--- config.mk ---
export PLATFORM = sky130hd
export DESIGN_NAME = uart_tx_arbiter
export DESIGN_NICKNAME = d
export VERILOG_FILES = /design/src/rtl/uart_tx_arbiter.sv
export SDC_FILE = /design/constraint.sdc
export NUM_CORES = 1
export LEC_CHECK = 0
export BUFFER_PORTS_ARGS = -buffer_cell sky130_fd_sc_hd__buf_2
export CAP_MARGIN = 20
export CORE_MARGIN = 3
export CORE_UTILIZATION = 37
export CTS_CLUSTER_SIZE = 25
export DETAILED_ROUTE_END_ITERATION = 7
export PLACE_DENSITY_LB_ADDON = 0.08
export SLEW_MARGIN = 20
export SYNTH_ARGS = -nofsm -noshare
export SYNTH_HDL_FRONTEND = slang
export SYNTH_SLANG_ARGS = --single-unit
--- constraint.sdc ---
create_clock -name clk -period 1.7 [get_ports clk]
set_input_delay 0.34 -clock clk [delete_from_list [all_inputs] [get_ports clk]]
set_output_delay 0.34 -clock clk [all_outputs]
set_load 0.05 [all_outputs]
--- src/rtl/uart_tx_arbiter.sv ---
// Purpose: round-robin arbiter that shares one UART transmitter among NUM_PORTS AXI-Stream requesters.
// Latency: one IDLE bubble cycle before each grant starts; the data path is combinational (zero cycles).
// Backpressure: m_axis_tready is routed only to the granted port; every other requester sees tready=0.
// Optional feature: define UART_ARB_HDR_EN to prefix each grant with the header byte HDR_BASE+grant_id.
module uart_tx_arbiter #(
   parameter int                    NUM_PORTS  = 4,
   parameter int                    DATA_WIDTH = 8,
   parameter int                    MAX_BURST  = 0,
   parameter logic [DATA_WIDTH-1:0] HDR_BASE   = 'hF0
) (
   input  logic                            clk,
   input  logic                            rst,
   input  logic [NUM_PORTS*DATA_WIDTH-1:0] s_axis_tdata,
   input  logic [NUM_PORTS-1:0]            s_axis_tvalid,
   input  logic [NUM_PORTS-1:0]            s_axis_tlast,
   output logic [NUM_PORTS-1:0]            s_axis_tready,
   output logic [DATA_WIDTH-1:0]           m_axis_tdata,
   output logic                            m_axis_tvalid,
   input  logic                            m_axis_tready,
   output logic [$clog2(NUM_PORTS)-1:0]    grant_id,
   output logic                            busy
);

   localparam int IDW          = $clog2(NUM_PORTS);
   // beat_cnt needs at least one bit even when the burst limit is disabled
   localparam int BCW          = (MAX_BURST == 0) ? 1 : $clog2(MAX_BURST + 1);
   localparam int BURST_LAST_I = (MAX_BURST == 0) ? 0 : MAX_BURST - 1;

   localparam logic [BCW-1:0] BURST_LAST = BCW'(BURST_LAST_I);
   localparam logic [BCW-1:0] BEAT_SAT   = {BCW{1'b1}};
   localparam logic [IDW:0]   NP_W       = (IDW + 1)'(NUM_PORTS);
   localparam logic [IDW-1:0] LAST_PORT  = IDW'(NUM_PORTS - 1);

   localparam logic [1:0] IDLE = 2'd0;
`ifdef UART_ARB_HDR_EN
   localparam logic [1:0] HDR  = 2'd1;
`endif
   localparam logic [1:0] XFER = 2'd2;

   logic [1:0]            state;
   logic [IDW-1:0]        rr_ptr;
   logic [BCW-1:0]        beat_cnt;

   logic [DATA_WIDTH-1:0] port_dat [NUM_PORTS];
   logic [IDW-1:0]        winner;
   logic                  winner_vld;
   logic                  beat_acc;
   logic                  grant_rel;

   // Unpack the flat requester data bus into one word per port
   for (genvar gi = 0; gi < NUM_PORTS; gi++) begin : g_unpack
      assign port_dat[gi] = s_axis_tdata[gi*DATA_WIDTH +: DATA_WIDTH];
   end

   // Round-robin search: first valid port after rr_ptr, wrapping modulo NUM_PORTS
   always_comb begin
      logic [IDW:0]   sum;
      logic [IDW-1:0] cand;
      winner     = '0;
      winner_vld = 1'b0;
      sum        = '0;
      cand       = '0;
      for (int k = 1; k <= NUM_PORTS; k++) begin
         sum = {1'b0, rr_ptr} + (IDW + 1)'(k);
         if (sum >= NP_W) begin
            sum = sum - NP_W;
         end
         cand = sum[IDW-1:0];
         if (!winner_vld && s_axis_tvalid[cand]) begin
            winner_vld = 1'b1;
            winner     = cand;
         end
      end
   end

   // Output steering: pass the granted port through in XFER, header byte in HDR, quiet otherwise
   always_comb begin
      m_axis_tdata  = '0;
      m_axis_tvalid = 1'b0;
      s_axis_tready = '0;
      case (state)
         XFER: begin
            m_axis_tdata            = port_dat[grant_id];
            m_axis_tvalid           = s_axis_tvalid[grant_id];
            s_axis_tready[grant_id] = m_axis_tready;
         end
`ifdef UART_ARB_HDR_EN
         HDR: begin
            // header wraps within DATA_WIDTH bits
            m_axis_tdata  = HDR_BASE + DATA_WIDTH'(grant_id);
            m_axis_tvalid = 1'b1;
         end
`endif
         default: begin
            m_axis_tdata  = '0;
            m_axis_tvalid = 1'b0;
            s_axis_tready = '0;
         end
      endcase
   end

   // Beat acceptance and release decision for the granted packet
   always_comb begin
      beat_acc  = (state == XFER) && m_axis_tvalid && m_axis_tready;
      grant_rel = 1'b0;
      if (beat_acc) begin
         if (s_axis_tlast[grant_id]) begin
            grant_rel = 1'b1;
         end else if ((MAX_BURST != 0) && (beat_cnt == BURST_LAST)) begin
            grant_rel = 1'b1;
         end
      end
   end

   // Arbitration FSM: grant in IDLE, optional header, then hold until tlast or burst limit
   always_ff @(posedge clk) begin
      if (rst) begin
         state    <= IDLE;
         grant_id <= '0;
         busy     <= 1'b0;
         rr_ptr   <= LAST_PORT;
         beat_cnt <= '0;
      end else begin
         case (state)
            IDLE: begin
               if (winner_vld) begin
                  grant_id <= winner;
                  busy     <= 1'b1;
                  beat_cnt <= '0;
`ifdef UART_ARB_HDR_EN
                  state    <= HDR;
`else
                  state    <= XFER;
`endif
               end
            end
`ifdef UART_ARB_HDR_EN
            HDR: begin
               // the header is not a payload beat, so beat_cnt is untouched
               if (m_axis_tready) begin
                  state <= XFER;
               end
            end
`endif
            XFER: begin
               if (beat_acc && (beat_cnt != BEAT_SAT)) begin
                  beat_cnt <= beat_cnt + 1'b1;
               end
               if (grant_rel) begin
                  rr_ptr <= grant_id;
                  busy   <= 1'b0;
                  state  <= IDLE;
               end
            end
            default: begin
               state <= IDLE;
               busy  <= 1'b0;
            end
         endcase
      end
   end

endmodule

### Word level (Yosys, flattened, before mapping)

Cells that the tools add are included.

| word-level totals | value |
|---|---|
| memory bits (writable) | 0 |
| bits of input ports | 43 |
| bits in read-only memories | 0 |
| output and inout bits | 16 |
| bits in latches | 0 |
| bits in registers | 7 |
| word-level logic and storage cells | 81 |
| memories | 0 |

| cells by class | value |
|---|---|
| shift-type cells | 0 |
| muxes and demuxes | 40 |
| bitwise operators | 2 |
| equal/unequal tests | 3 |
| add/subtract/negate cells | 8 |
| div/mod/pow operators | 0 |
| reduce and logical (&&, ||, !) cells | 13 |
| multipliers | 0 |
| order comparisons | 11 |

Operators with widths:

| cell | count |
|---|---|
| two-way mux 8 bit | 3 |
| two-way mux 2 bit | 10 |
| binary-select mux 8 bit (select 2 bit) | 1 |
| two-way mux 1 bit | 16 |
| greater-or-equal comparator 3 bit, second input constant | 5 |
| less-than comparator 2 x 3 -> 1 bit, second input constant | 5 |
| binary-select mux 1 bit (select 2 bit) | 6 |
| subtractor 2 x 1 -> 2 bit, second input constant | 4 |
| adder 2 x 2 -> 3 bit, second input constant | 2 |
| logical AND 1 bit | 6 |
| AND reduction 2 bit | 3 |
| AND 4 bit | 1 |
| two-way mux 4 bit | 1 |
| != test 2 bit, second input constant | 2 |
| case mux 2 bit (2 select lines) | 1 |
| adder 2 x 1 -> 3 bit, second input constant | 1 |
| adder 2 x 3 -> 3 bit, second input constant | 1 |
| zero test 1 bit | 3 |
| NOT 2 -> 3 bit | 1 |
| demux 1 bit (select 2 bit) | 1 |
| equality test 2 bit, second input constant | 1 |
| greater-or-equal comparator 2 x 1 -> 1 bit, second input constant | 1 |
| zero test 2 bit | 1 |
| case mux 1 bit (2 select lines) | 1 |

### Longest topological paths before layout

Gate-level depths: netlist of run 1.

| depth | value |
|---|---|
| depth after elaboration | 17 |
| mapped depth | 6 |
| depth with buffers taken out | 4 |

### Worst setup path after synthesis of run 1

OpenSTA, ideal clock, no wires.

| timing | value |
|---|---|
| path type | reg-to-output |
| start point | reg grant_id[0] |
| end point | out s_axis_tready[1] |
| cell stages (with the launch flop) | 4 |
| buffers on the path | 2 |
| arrival | 2.208 ns |
| slack | -0.848 ns |
| data required time | 1.360 ns |
| cells stage by stage | dfxtp_1 -> buf_4 -> buf_6 -> nor3b_1 |

| between the ends | value |
|---|---|
| cells in the longest elaborated chain, start to end | 6 |
| elaborated cells on any way between the ends | 7 |
| classes of those cells | order compare (2); mux (3); bitwise (1); reduce/logical (1) |

Ends and longest elaborated chain:

| item | RTL line | text |
|---|---|---|
| from (decl) | 20 | `output logic [$clog2(NUM_PORTS)-1:0] grant_id,` |
| from (signal assigned) | 127 | `grant_id <= winner;` |
| less-than comparator 2 x 3 -> 1 bit (not written as such) / greater-or-equal comparator 2 x 1 -> 1 bit (equally long branches) | 85 | `s_axis_tready[grant_id] = m_axis_tready;` |
| logical AND 1 bit (not written as such) | 85 |  |
| two-way mux 1 bit (not written as such) | 85 |  |
| demux 1 bit (select 2 bit) (*) | 85 |  |
| AND 4 bit (no line) (*) | -- |  |
| two-way mux 4 bit (*) | 81 | `case (state)` |
| to (decl) | 16 | `output logic [NUM_PORTS-1:0] s_axis_tready,` |

Mark *: on every way between the ends. The rest lies on a longest branch, timed or not.

### Worst setup path in the final report of run 1

| timing | value |
|---|---|
| start point | reg grant_id[0] |
| end point | out m_axis_tdata[4] |

| between the ends | value |
|---|---|
| cells in the longest elaborated chain, start to end | 5 |

Ends and longest elaborated chain:

| item | RTL line | text |
|---|---|---|
| NOT 2 -> 3 bit (not written as such) | 83 | `m_axis_tdata = port_dat[grant_id];` |
| binary-select mux 8 bit (select 2 bit) | 83 |  |
| two-way mux 8 bit (not written as such) (2 in a row) | 83 |  |
| two-way mux 8 bit | 81 |  |
| to (decl) | 17 | `output logic [DATA_WIDTH-1:0] m_axis_tdata,` |

No other way between the ends. The select of a mux whose other input is x is not followed.

==> results of run 1 <==
-- kinds of logic (layout without fill, tap and decap cells) --
kind of cell | after synthesis | in the layout | share of synthesized area
muxes | 10 | 10 | 0.325
AOI/OAI and AO/OA | 15 | 15 | 0.165
DFF | 5 | 5 | 0.150
buffers and inverters | 8 | 79 | 0.0789
and+or+nand+nor | 33 | 33 | 0.280
-- registers in the layout (all words and copies together) (netlist names) --
signal	count
grant_id	2
busy	1
rr_ptr	2
-- final cells by class --
type / count / share of cell area
clock buffer: 4 / 0.0210
inverter: 3 / 0.00900
multi-input combinational: 58 / 0.449
sequential: 5 / 0.0870
tap: 24 / 0.0240
timing repair buffer: 72 / 0.410
-- report_power, final --
part / total, mW / switching (mW) / internal (mW)
sequential: 0.140 / 0.0124 / 0.128
clock: 0.134 / 0.0454 / 0.0885
combinational: 0.493 / 0.244 / 0.249
-- stage by stage --
stage	instances	hold slack, ns
4_1_cts	166	0.320
5_1_grt	166	0.330
6_report	166	0.325
3_5_place_dp	157	0.574
3_3_place_gp	157	0.566
2_1_floorplan	71	0.399
-- final timing paths --
kind | from | to | cells after the start | slack (ns)
setup reg to reg | grant_id[0]$_SDFFE_PP0P_ | busy$_SDFFE_PP0P_ | 7 | 0.12
hold / removal | rst | grant_id[0]$_SDFFE_PP0P_ | 2 | 0.33
setup / recovery | grant_id[0]$_SDFFE_PP0P_ | m_axis_tdata[4] | 4 | -0.17
hold reg to reg | rr_ptr[0]$_SDFFE_PP1P_ | grant_id[0]$_SDFFE_PP0P_ | 2 | 0.60
-- layer usage --
layer  share of wire  vias up  routed length [um]
li1                -      416                   -
met1            0.36      410                 814
met2            0.57       30                1300
met3           0.067        4                 153
met4          0.0070        0                  16
met5               0        -                   0
-- placed cells by master, fill, tap and decap left out, types with 2 or more instances in the layout --
master,instances
buf_8,9
o21ai_0,4
dfxtp_4,2
dfxtp_1,2
mux4_2,9
inv_1,3
nand3_1,2
buf_6,2
nor2_1,7
o221ai_1,2
buf_4,14
buf_2,46
clkbuf_4,3
a21oi_1,2
nand2_1,6
and2_4,9
-- what timing repair did --
item,4_1_cts,5_1_grt
endpoints found under the hold margin,0,0
resized for setup,32,6
setup buffers,5,0
endpoints found under the setup margin,10,12
pin swaps,8,1
==> out/qor.yml, run 1 <==
yosys-top-cells-count: "and2_1 (10), mux4_2 (8), nor2_1 (7)"
drtIter0Drc: 15
status: "complete, but fails checks"
min_path_type: "input pin to flop"
power_leakage_nw: 0.618
first_pass_iters: 4
synth_edf_count: 0
dieArea_um2: 2340
syn2layout_area_growth_pct: 88.0
multi_input_area_um2: 562
synthesis.area_um2: 666
synth_top_area_cell: "mux4_2"
hold_buffers: 0
synthTopCellsByArea: "mux4_2 (27%), dfxtp_1 (15%), and2_1 (9.4%), mux4_1 (3.9%), nor2_1 (3.9%)"
setup-violations-final: 9
htree_levels: 1
drive_gt1_frac: 0.725
setup_ws_ns: -0.167
die_x_um: 48.4
vias_per_cell: 5.18
via_count: 860
critPathSlowestCell: "mux4_2"
cp_top_family: "multiplexers"
seq_area_frac_synth: 0.150
ant_nets: 0
io_buffer_count: 58
clk_latency_ns: 0.24
finalCritPeriodShare: 1.10
synth_top_cell_area_share: 0.271
fp-row-count: 14
clockRootBuffer: "clkbuf_4"
synth_cell_types: 31
grtUsageMet2: 0.385
clk_pin_slew_ns: 0.04
synth_seq_cells: 5
ir_drop_v: 0.000504
use_met1: 0.218
p_per_area_nw_per_um2: 613
ioPinCount: 59
power_mw: 0.767
slew_headroom: 0.809
cts.path.max_buffers: 2
crit_fanout: 5
final_nets: 186
cap_violations: 0
placed_cell_area_um2: 1070
critical_path.endpoint_type: "output port"
grt.total_usage: 0.201
busiest_layer: "met2"
die_y_um: 48.4
cp.arrival_ns: 1.53
yosys_most_used_dff: "dfxtp_1"
drc_errors: 0
yosysWarnings: 0
final-seq-area_um2: 109
cts_buffers: 3
critPathKind: "flop to output port"
fin_util: 0.785
routedWlPerCell_um: 13.8
num-fill-cells: 123
tightest_slew_ns: 0.287
cpPeakStageDelay_ns: 0.49
syn_area_per_cell_um2: 9.38
crit_required_ns: 1.36
synth_cells: 71
routabilityCongestion: 0.718
rsz0062_at_grt: "yes"
start_util: 0.418
report.final.hold_viol_count: 0
fin_area_um2: 1250
final.setup_skew_ns: 0.00136
cp-start-kind: "flop"
cts_tree: "yes"
grt_pass1_wl_mm: 3.70
insertedDiodeCount: 0
fin_crit_ns: 1.87
grt_start_max_net_pins: 12
clock-sinks: 5
path_cells: "buf_6 -> mux4_2 -> and2_4 -> buf_8"
grt_pass1_vias: 810
antenna_found_initial: 0
place_ws_ns: 0.0388
cp_num_buf_inv: 2
met3_usage: 0.0644
syn_nets: 114
violations: "negative setup slack"
wl_mm: 2.28
setup_tns_ns: -1.25
finalMaxSlewViolations: 0
coreArea_um2: 1590
max_freq_mhz: 536
synth.most_common_cell: "and2_1"
grt.overflow.total: 0
synth-async-reset-ratio: 0
Note: power is estimated with default switching activity, not from simulation.
==> run 2: changes to the inputs <==
CTS_BUF_LIST = sky130_fd_sc_hd__clkbuf_16   (was unset)
==> run 2 against run 1 <==
The run still ends with negative setup slack left. Clock skew down 0.0010 ns. Fmax up 0.52%. Final area up 3.8%. Largest power group unchanged. Routed wire length up 5.4%. Count of clock-buffer cells in the layout down 1. Sequential power about the same. Via count down 0.35%. Global-route usage up 0.73 points. Sequential share of layout area down 0.32 points. Hold slack better by 0.013 ns.
==> out/qor.yml, run 2 (synthesis results as in run 1) <==
status: "complete, but fails checks"  # unchanged
violations: "negative setup slack"  # unchanged
ant_nets: 0  # unchanged
max_freq_mhz: 538  # was 536 MHz
critPathKind: "flop to output port"  # unchanged
htree_levels: 1  # unchanged
p_per_area_nw_per_um2: 779  # was 613 nW/um2
busiest_layer: "met2"  # unchanged
combPwrFrac: 0.488  # was 0.643
grt_pass1_wl_mm: 3.73  # was 3.70 mm
drtIter0Drc: 10  # was 15
crit_required_ns: 1.36  # about the same
critical_path.startpoint: "grant_id[0]$_SDFFE_PP0P_"  # unchanged
ir_drop_v: 0.000663  # was 0.000504 V
mostFrequentLayoutCell: "buf_2"  # unchanged
setup-violations-final: 9  # unchanged
coreArea_um2: 1590  # unchanged
first_pass_iters: 4  # unchanged
num-fill-cells: 117  # was 123
min_path_type: "input pin to flop"  # unchanged
ioPinCount: 59  # unchanged
cp-start-kind: "flop"  # unchanged
report.final.hold_viol_count: 0  # unchanged
cts_tree: "yes"  # unchanged
fp-row-count: 14  # unchanged
antenna_found_initial: 0  # unchanged
finalCritPeriodShare: 1.09  # was 1.10
final.setup_skew_ns: 0.000337  # was 0.00136 ns
met3_usage: 0.0644  # unchanged
final-seq-area_um2: 109  # unchanged
power_leakage_nw: 0.646  # was 0.618 nW
p_sw_frac: 0.327  # was 0.393
die_y_um: 48.4  # unchanged
routedWlPerCell_um: 14.5  # was 13.8 um
worstHoldStart: "rst"  # unchanged
vias_per_cell: 5.16  # was 5.18
pwr-share-seq: 0.139  # was 0.183
slew_headroom: 0.792  # was 0.809
fin_crit_ns: 1.86  # was 1.87 ns
via_count: 857  # was 860
setup_ws_ns: -0.157  # was -0.167 ns
grt_start_max_net_pins: 12  # unchanged
grtUsageMet2: 0.399  # was 0.385
finalMaxSlewViolations: 0  # unchanged
io_buffer_count: 58  # unchanged
place_ws_ns: 0.0388  # unchanged
multi_input_area_um2: 557  # was 562 um2
die_x_um: 48.4  # unchanged
clk_pin_slew_ns: 0.03  # was 0.04 ns
clock-sinks: 5  # unchanged
tightest_slew_ns: 0.312  # was 0.287 ns
p_switching_mw: 0.331  # was 0.302 mW
placed_cell_area_um2: 1070  # unchanged
drc_errors: 0  # unchanged
cp.arrival_ns: 1.52  # was 1.53 ns
clk_latency_ns: 0.23  # was 0.24 ns
insertedDiodeCount: 0  # unchanged
syn2layout_area_growth_pct: 95.1  # was 88.0%
grt_pass1_vias: 792  # was 810
fin_area_um2: 1300  # was 1250 um2
clockRootBuffer: "clkbuf_16"  # was clkbuf_4
grt.total_usage: 0.208  # was 0.201
top_regs: "grant_id x2, rr_ptr x2, busy x1"  # unchanged
start_util: 0.418  # unchanged
p_int_mw: 0.680  # was 0.465 mW
grt.overflow.total: 0  # unchanged
use_met1: 0.222  # was 0.218
routabilityCongestion: 0.718  # unchanged
wl_mm: 2.41  # was 2.28 mm
crit_fanout: 4  # was 5
final_nets: 186  # unchanged
dieArea_um2: 2340  # unchanged
cts.path.max_buffers: 2  # unchanged
critical_path.endpoint_type: "output port"  # unchanged
layout_common_cells: "buf_2 (46), buf_4 (12), mux4_2 (9), and2_4 (9), buf_8 (9)"  # was buf_2 (46), buf_4 (14), mux4_2 (9), and2_4 (9), buf_8 (9)
rsz0062_at_grt: "yes"  # unchanged
clock_power_share: 0.373  # was 0.175
r2r_setup_slack_ns: 0.09  # was 0.12 ns
cts_buffers: 3  # unchanged
r2r-start: "grant_id[0]$_SDFFE_PP0P_"  # unchanged
hold_buffers: 0  # unchanged
drive_gt1_frac: 0.718  # was 0.725
cap_violations: 0  # unchanged
## run 2: changes by cell type in the layout (fill, tap and decap cells not counted)
cell and delta:
clkbuf_16 +3, and3_4 -1, and3_1 +1, clkbuf_1 -1, clkbuf_4 -1, buf_4 -2, inv_1 +1
## run 2: power groups by stage
| stage | logic, mW | clock network, mW | registers [mW] |
|---|---|---|---|
| 2_1_floorplan | 0.272 | 0 | 0.162 |
| 3_5_place_dp | 0.392 | 0 | 0.149 |
| 5_1_grt | 0.521 | 0.395 | 0.143 |
| 6_report | 0.494 | 0.378 | 0.140 |
| 3_3_place_gp | 0.386 | 0 | 0.149 |
| 4_1_cts | 0.487 | 0.383 | 0.140 |
## run 2: final cells by class
| type | instances | share of cell area |
|---|---|---|
| clock buffers | 3 | 0.0578 |
| clock inverters | 1 | 0.00289 |
| inverters | 3 | 0.00867 |
| multi-input cells | 58 | 0.429 |
| flip-flops and latches | 5 | 0.0838 |
| well taps | 24 | 0.0231 |
| repair buffers | 72 | 0.395 |
## run 2: worst paths after layout
| kind | end | cells past startpoint |
|---|---|---|
| max reg2reg | busy$_SDFFE_PP0P_ | 7 |
| max | m_axis_tdata[5] | 4 |
| min reg2reg | grant_id[0]$_SDFFE_PP0P_ | 2 |
| min | grant_id[0]$_SDFFE_PP0P_ | 2 |
## run 2: repair_timing
action | in CTS | in global routing
resized for setup | 31 | 5
setup endpoints to repair | 9 | 12
hold endpoints to repair | 0 | 0
pin swaps | 8 | 1
setup buffers | 5 | 0
## run 2: metal layers
layer	vias to the layer above	routed length (um)
met5	-	0
met4	0	22
met3	2	161
met2	36	1370
met1	406	849
li1	413	-
## run 2: critical path, cell delays in order, from the launching register on
cell and delay, ns:
dfxtp_4 0.37, buf_12 0.11, mux4_2 0.50, and2_4 0.17, buf_8 0.14
## run 2: metrics by stage
| stage | hold WS (ns) | cells | setup TNS (ns) | utilization | total power, mW |
|---|---|---|---|---|---|
| after floorplan | 0.399 | 71 | 0 | - | 0.434 |
| after global placement | 0.566 | 157 | 0 | 0.669 | 0.535 |
| after detailed placement | 0.574 | 157 | 0 | 0.669 | 0.541 |
| after CTS | 0.339 | 166 | -1.08 | 0.808 | 1.01 |
| after global routing | 0.356 | 166 | -1.53 | 0.815 | 1.06 |
| final | 0.339 | 166 | -1.14 | 0.815 | 1.01 |
